<file path="src/rtl/bram_stream_bridge.sv">
// Frame buffer bridge: fills one frame into a dual-port RAM from a valid/ready
// stream, then replays it in order. Define BRAM_STREAM_PINGPONG_EN for two-bank overlap.
module bram_stream_bridge #(
    parameter int DWIDTH    = 32,
    parameter int AWIDTH    = 9,
    parameter int FRAME_LEN = 256
) (
    input  logic              clk,
    input  logic              rst_n,
    input  logic [DWIDTH-1:0] s_data,
    input  logic              s_valid,
    output logic              s_ready,
    output logic [DWIDTH-1:0] m_data,
    output logic              m_valid,
    input  logic              m_ready,
    output logic              m_last,
    output logic              frame_done,
    output logic [AWIDTH-1:0] addr1,
    output logic              ce1,
    output logic              we1,
    output logic [DWIDTH-1:0] d1,
    output logic [AWIDTH-1:0] addr0,
    output logic              ce0,
    input  logic [DWIDTH-1:0] q0
);
    // One extra bit so rd_cnt can reach FRAME_LEN, which marks "all reads issued".
    localparam int            CW   = AWIDTH + 1;
    localparam logic [CW-1:0] LAST = CW'(FRAME_LEN - 1);
    localparam logic [CW-1:0] FLEN = CW'(FRAME_LEN);

    logic              fill_active, drain_active;
    logic              wr_fire, last_beat, pop, last_pop, issue;
    logic [CW-1:0]     wr_cnt, rd_cnt, rd_idx_q;
    logic              rd_pend;
    logic [DWIDTH-1:0] buf_data [2];
    logic [1:0]        buf_last;
    logic              buf_rd, buf_wr;
    logic [1:0]        buf_cnt;
    logic [2:0]        occ_next;

    assign s_ready   = fill_active;
    assign wr_fire   = s_valid & s_ready;
    assign last_beat = wr_fire && (wr_cnt == LAST);
    assign ce1       = wr_fire;
    assign we1       = wr_fire;
    assign d1        = s_data;

    assign m_valid  = (buf_cnt != 2'd0);
    assign m_data   = buf_data[buf_rd];
    assign m_last   = m_valid & buf_last[buf_rd];
    assign pop      = m_valid & m_ready;
    assign last_pop = pop & m_last;

    // Words buffered plus the read in flight, after this cycle's pop, must leave room.
    assign occ_next = {1'b0, buf_cnt} + {2'b00, rd_pend} - {2'b00, pop};
    assign issue    = drain_active && (rd_cnt < FLEN) && (occ_next < 3'd2);
    assign ce0      = issue;

`ifdef BRAM_STREAM_PINGPONG_EN
    typedef enum logic [1:0] {W_IDLE, W_FILL, W_WAIT} wstate_t;
    typedef enum logic {R_WAIT, R_DRAIN} rstate_t;

    wstate_t    wstate;
    rstate_t    rstate;
    logic       wbank, rbank;
    logic [1:0] full, full_n;

    assign fill_active  = (wstate != W_IDLE) && !full[wbank];
    assign drain_active = (rstate == R_DRAIN);
    assign addr1        = {wbank, wr_cnt[AWIDTH-2:0]};
    assign addr0        = {rbank, rd_cnt[AWIDTH-2:0]};

    // A set and a clear can never target the same bank, so both apply.
    // NOTE: every always_comb output gets a default first so no latch is inferred.
    always_comb begin
        full_n = full;
        if (last_beat) full_n[wbank] = 1'b1;
        if (last_pop)  full_n[rbank] = 1'b0;
    end

    always_ff @(posedge clk or negedge rst_n) begin
        if (!rst_n) begin
            wstate <= W_IDLE;
            rstate <= R_WAIT;
            wbank  <= 1'b0;
            rbank  <= 1'b0;
            full   <= 2'b00;
        end else begin
            full <= full_n;
            case (wstate)
                W_IDLE: wstate <= W_FILL;
                W_FILL: if (last_beat) begin
                    wbank <= ~wbank;
                    if (full_n[~wbank]) wstate <= W_WAIT;
                end
                W_WAIT: if (!full[wbank]) wstate <= W_FILL;
                default: wstate <= W_IDLE;
            endcase
            case (rstate)
                R_WAIT:  if (full[rbank]) rstate <= R_DRAIN;
                R_DRAIN: if (last_pop) begin
                    rstate <= R_WAIT;
                    rbank  <= ~rbank;
                end
                default: rstate <= R_WAIT;
            endcase
        end
    end
`else
    typedef enum logic [1:0] {IDLE, FILL, DRAIN} state_t;

    state_t state;

    assign fill_active  = (state == FILL);
    assign drain_active = (state == DRAIN);
    assign addr1        = wr_cnt[AWIDTH-1:0];
    assign addr0        = rd_cnt[AWIDTH-1:0];

    // NOTE: sequential state uses non-blocking assignments so all registers update together.
    always_ff @(posedge clk or negedge rst_n) begin
        if (!rst_n) begin
            state <= IDLE;
        end else begin
            case (state)
                IDLE:    state <= FILL;
                FILL:    if (last_beat) state <= DRAIN;
                DRAIN:   if (last_pop)  state <= FILL;
                default: state <= IDLE;
            endcase
        end
    end
`endif

    // NOTE: the two buffer entries are reset because m_data must read 0 out of reset.
    always_ff @(posedge clk or negedge rst_n) begin
        if (!rst_n) begin
            wr_cnt      <= '0;
            rd_cnt      <= '0;
            rd_idx_q    <= '0;
            rd_pend     <= 1'b0;
            buf_data[0] <= '0;
            buf_data[1] <= '0;
            buf_last    <= 2'b00;
            buf_rd      <= 1'b0;
            buf_wr      <= 1'b0;
            buf_cnt     <= 2'd0;
            frame_done  <= 1'b0;
        end else begin
            frame_done <= last_pop;
            if (wr_fire) wr_cnt <= last_beat ? '0 : wr_cnt + CW'(1);
            if (last_pop)   rd_cnt <= '0;
            else if (issue) rd_cnt <= rd_cnt + CW'(1);
            rd_pend  <= issue;
            rd_idx_q <= rd_cnt;
            // q0 belongs to the read issued last cycle; capture it with its end-of-frame tag.
            if (rd_pend) begin
                buf_data[buf_wr] <= q0;
                buf_last[buf_wr] <= (rd_idx_q == LAST);
                buf_wr           <= ~buf_wr;
            end
            if (pop) buf_rd <= ~buf_rd;
            buf_cnt <= buf_cnt + {1'b0, rd_pend} - {1'b0, pop};
        end
    end
endmodule

</file>
<file path="config.mk">
export PLATFORM = sky130hd
export DESIGN_NAME = bram_stream_bridge
export DESIGN_NICKNAME = d
export VERILOG_FILES = /design/src/rtl/bram_stream_bridge.sv
export SDC_FILE = /design/constraint.sdc
export NUM_CORES = 1
export LEC_CHECK = 0
export CORE_MARGIN = 8
export CORE_UTILIZATION = 40
export CTS_CLUSTER_DIAMETER = 200
export CTS_CLUSTER_SIZE = 12
export DETAILED_ROUTE_END_ITERATION = 10
export PLACE_DENSITY = 0.8
export REMOVE_ABC_BUFFERS = 1
export SLEW_MARGIN = 20
export SYNTH_ARGS = -nofsm -noshare
export SYNTH_HDL_FRONTEND = slang
export SYNTH_SLANG_ARGS = --single-unit
export TNS_END_PERCENT = 50
</file>
<file path="constraint.sdc">
create_clock -name clk -period 7.7 [get_ports clk]
set_input_delay 1.54 -clock clk [delete_from_list [all_inputs] [get_ports clk]]
set_output_delay 1.54 -clock clk [all_outputs]
set_load 0.005 [all_outputs]
</file>
-- Yosys cells after proc, flatten, opt, wreduce, memory -nomap -nowiden
Cells that the tools add are included.
Widths: inputs -> output; s select.
- register bits after elaboration: 104
- input port bits: 68
- output and inout port bits: 89
- word-level logic and storage cells: 66
- add/subtract/negate cells: 6
- $lt $le $gt $ge: 8
- equal/unequal tests: 6
- multiplexer cells: 17
- bitwise gates (word level): 8
- reduce and logical (&&, ||, !) cells: 9
- operators by type and width (cell ; count):
    $mux 32 ; 4
    $bwmux 64 ; 1
    $demux 32 s1 ; 1
    $mux 10 ; 3
    $add 10x1->10 const B ; 2
    $eq 10x8->1 const B ; 2
    $lt 10x9->1 const B ; 1
    $pmux 2 s3 ; 1
    $logic_and 1x1->1 ; 5
    $and 1x1->1 ; 4
    $ge 2x2->1 const B ; 2
    $lt 1x2->1 const B ; 2
    $mux 2 ; 2
    $ne 2x1->1 const B ; 2
    $not 1->2 ; 2
    $reduce_bool 2->1 ; 2
    $add 2x1->3 ; 1
    $lt 3x2->1 const B ; 1
    $mux 1 ; 3
    $sub 3x1->3 ; 1
    $add 2x1->2 ; 1
    $bwmux 2 ; 1
    $eq 2x1->1 const B ; 1
    $eq 2x2->1 const B ; 1
    7 further kinds ; 8

-- Longest topological paths before layout
- word-level depth: 7
- depth in mapped cells: 12

-- Worst setup path after synthesis
No wires, ideal clock.
- kind: input to output
- start: input m_ready
- end: output ce0
- arrival time: 3400 ps
- required time: 6160 ps
- slack: 2760 ps
- stages on the path: 10
- buffers on the path: 1
- path through: o21ai_0 > inv_1 > ha_1 > inv_1 > ha_1 > fa_1 > xnor2_1 > or3_4 > buf_2 > inv_1
- word-level cells in the longest chain between the ends: 4
- RTL lines (item ; line ; text):
    from (decl) ; 15 ; input logic m_ready,
    $and 1x1->1 ; 51 ; assign pop = m_valid & m_ready;
    via pop ; 32 ; logic wr_fire, last_beat, pop, last_pop, issue;
    $sub 3x1->3 ; 55 ; assign occ_next = {1'b0, buf_cnt} + {2'b00, rd_pend} - {2'b00, pop};
    $lt 3x2->1 ; 56 ; assign issue = drain_active && (rd_cnt < FLEN) && (occ_next < 3'd2);
    $logic_and 1x1->1 ; 56 ;
    to (decl) ; 23 ; output logic ce0,
The timed path passes the listed nets, and every way through them passes these cells.

-- Worst setup path after layout
Ends and elaborated chain as after synthesis.

==> results.yml <==
worst_setup_path:
  crit_top_cell: "inv_1"
  cp_cell_sequence: "clkdlybuf4s50_1, o21ai_0, inv_1, ha_1, inv_1, ha_1, fa_1, xnor2_1, or3_4, inv_1, clkdlybuf4s50_1"
  r2r_end: "rd_cnt[7]"
  start_kind: "primary input"
  path_class: "in -> out"
  r2r-start: "buf_cnt[1]"
  cp_max_fo: 15
  worst_path_largest_cell_delay_ps: 520
  crit_slowest_cell: "clkdlybuf4s50_1"
  cp_data_required_time_ps: 6160
  r2r_cells: 10
  endpoint_kind: "output pin"
  cp.arrival_ps: 4390
  critPathBufInv: 5
  cpLargestDelayFamily: "buffers and inverters"
  rrSetupSlack_ps: 4550
floorplanning:
  dieArea_mm2: 0.0157
  ios: 157
  die_w_um: 125
  coreArea_mm2: 0.0118
  die_h_um: 125
  start_util_pct: 40.4
  fp-row-count: 40
detailed_routing:
  via_count: 2887
  routed_wl_mm: 10.5
  drt-initial-drc-count: 130
  wl_per_cell_um: 18.6
  dr.pass1.iters: 4
  drc_errors: 0
  vias_per_cell: 5.11
  route.antenna.remaining_nets: 0
sta:
  fin_crit_sh_pct: 77.0
  rsz0062_at_grt: "no"
  fmaxAchievable_ghz: 0.169
  tns_ps: 0
  fin_crit_ps: 5930
  hold_ws_ps: 410
  finalHoldViolations: 0
  worstMarginPinSlew_ps: 1040
  setup-violations-final: 0
  slew_viol_final: 0
  max-slew-margin-rel_pct: 30.2
  fin_worst_skew_ps: 5.94
layout:
  drive_gt1_share_pct: 26.8
  area_growth_syn_to_layout_pct: 20.0
  diodes: 0
  fin_nets: 486
  stdcell_count: 565
pwr:
  max-vdd-ir-drop_v: 0.000113
  power.density_mw_per_mm2: 238
  p_leak_uw: 0.00256
synth:
  synth_edf_count: 0
  synth.avg_cell_area_um2: 12.8
  synth_area_leader_cell: "dfrtp_1"
  ys_types: 33
  netlist.area_leader.share_pct: 54.5
  netlist_top_cells_area: "dfrtp_1, mux2_2, buf_4"
  ys_ff_latch: 104
  synth_cells: 372
  ys.flop_type: "dfrtp_1"
  synthesis.area_mm2: 0.00477
  seq_area_frac_synth_pct: 54.5
  yosysWarnings: 0
  async_flop_share_pct: 100
clock_tree:
  cts_tree: "built"
  worstSkewPairLatency_ps: 330
  clkTransAtPathRegs_ps: 70
  cts.htree.levels: 3
  postCtsSetupBuffers: 0
  ctsHoldBuffers: 0
  cts_resized: 0
  root_buffer: "clkbuf_16"
  cts_buffers: 9
  cts.sinks: 104
  cts_buffer_depth: 2
global_routing:
  grt_pass1_wl_mm: 17.1
  grt_util_all_layers_pct: 13.8
  overflow: 0
  grt_pass1_vias: 3204
  grt_max_degree: 61
  antenna_found_initial: 0
hold_path:
  hold_class: "reg -> reg"
  hold_depth: 0
  whs_endpoint: "rd_idx_q[9]"
  hp-start: "rd_cnt[9]"
placement:
  io_buffers: 92
  gp_congestion: 0.833
  placed_cells: 549
  dp_hpwl_mm: 7.53
run_status:
  status: "completed"
run:
  drv_cap: 0
[per-stage QoR]
stage	instance area, um2	power [uW]	utilization [%]	setup WS (ps)
detailed placement	5470	973	46.3	1770
finish	5730	1360	48.5	1770
global route	5730	1430	48.5	1550
global placement	5470	966	46.3	1860
CTS	5730	1390	48.5	1760
floorplan	4340	771	-	2870
[cell usage after synthesis (2+ instances only)]
cell type / n
nand2b_1: 2
buf_1: 3
o22ai_1: 2
inv_1: 10
a21oi_1: 8
o31ai_1: 2
clkbuf_1: 10
mux2i_1: 2
nor4_1: 2
nor2_1: 8
mux2_2: 96
buf_4: 51
nand4_1: 3
nand2_1: 14
ha_1: 4
and3_1: 4
xnor2_1: 10
o21ai_0: 9
nor3_1: 2
or3_1: 4
nor2b_1: 3
nand3_1: 7
or4_1: 3
dfrtp_1: 104
[layout make-up]
| class | count | area, um2 |
|---|---|---|
| Fill cell | 1061 | 6080 |
| Sequential cell | 104 | 2600 |
| Multi-Input combinational cell | 193 | 1710 |
| Timing Repair Buffer | 95 | 941 |
| Clock buffer | 16 | 262 |
| Tap cell | 147 | 184 |
| Inverter | 10 | 37.5 |
[cell usage in the layout, fill, tap and decap left out, types with 2 or more instances in the layout]
cell type	instances
or4_1	3
nand2b_1	2
nand4_1	3
a21oi_1	8
nand3_1	7
xnor2_1	10
clkbuf_16	9
inv_1	10
ha_1	4
nor3_1	2
and3_1	4
mux2i_1	2
nor2b_1	2
mux2_2	96
or3_1	4
clkbuf_1	6
buf_4	4
o31ai_1	2
nor4_1	2
o22ai_1	2
o21ai_0	9
nor2_1	8
clkdlybuf4s50_1	91
nand2_1	14
dfrtp_1	104
[sequential cells by signal (all words and copies together), names as in the netlist]
| signal | flops |
|---|---|
| buf_last | 2 |
| buf_data | 64 |
| wr_cnt | 10 |
| frame_done | 1 |
| rd_idx_q | 10 |
| state | 2 |
| buf_rd | 1 |
| rd_pend | 1 |
| rd_cnt | 10 |
| buf_wr | 1 |
| buf_cnt | 2 |
[cells by family after synthesis]
group / Yosys count / share of synthesized area [%]
and+or+nand+nor: 56 / 6.32
adders and majority gates: 5 / 1.47
AOI/OAI and AO/OA: 23 / 2.70
xor gates and xnor gates: 11 / 2.02
DFF: 104 / 54.5
muxes: 98 / 23.1
buffers and inverters: 75 / 9.93
[per-layer routing]
metal | vias to the layer above | global-route usage [%] | share of wire (%)
met4 | 0 | 5.16 | 1.2
li1 | 1309 | - | -
met3 | 10 | 6.46 | 9.6
met5 | - | 1.63 | 0
met1 | 1466 | 17.7 | 46
met2 | 102 | 19.5 | 44
[how the worst max path moves through the flow]
stage | startpoint | to | slack, ps | cells past startpoint
finish | m_ready | ce0 | 1770 | 11
global route | m_ready | ce0 | 1550 | 11
CTS | m_ready | ce0 | 1760 | 11
detailed placement | m_ready | ce0 | 1770 | 11
global placement | m_ready | ce0 | 1860 | 11
floorplan | m_ready | ce0 | 2870 | 9
[power by group]
| part | internal (uW) | switching (uW) |
|---|---|---|
| clock network | 229 | 180 |
| logic | 218 | 136 |
| registers | 576 | 25.2 |
| total | 1020 | 341 |
(Power assumes the default switching activity.)
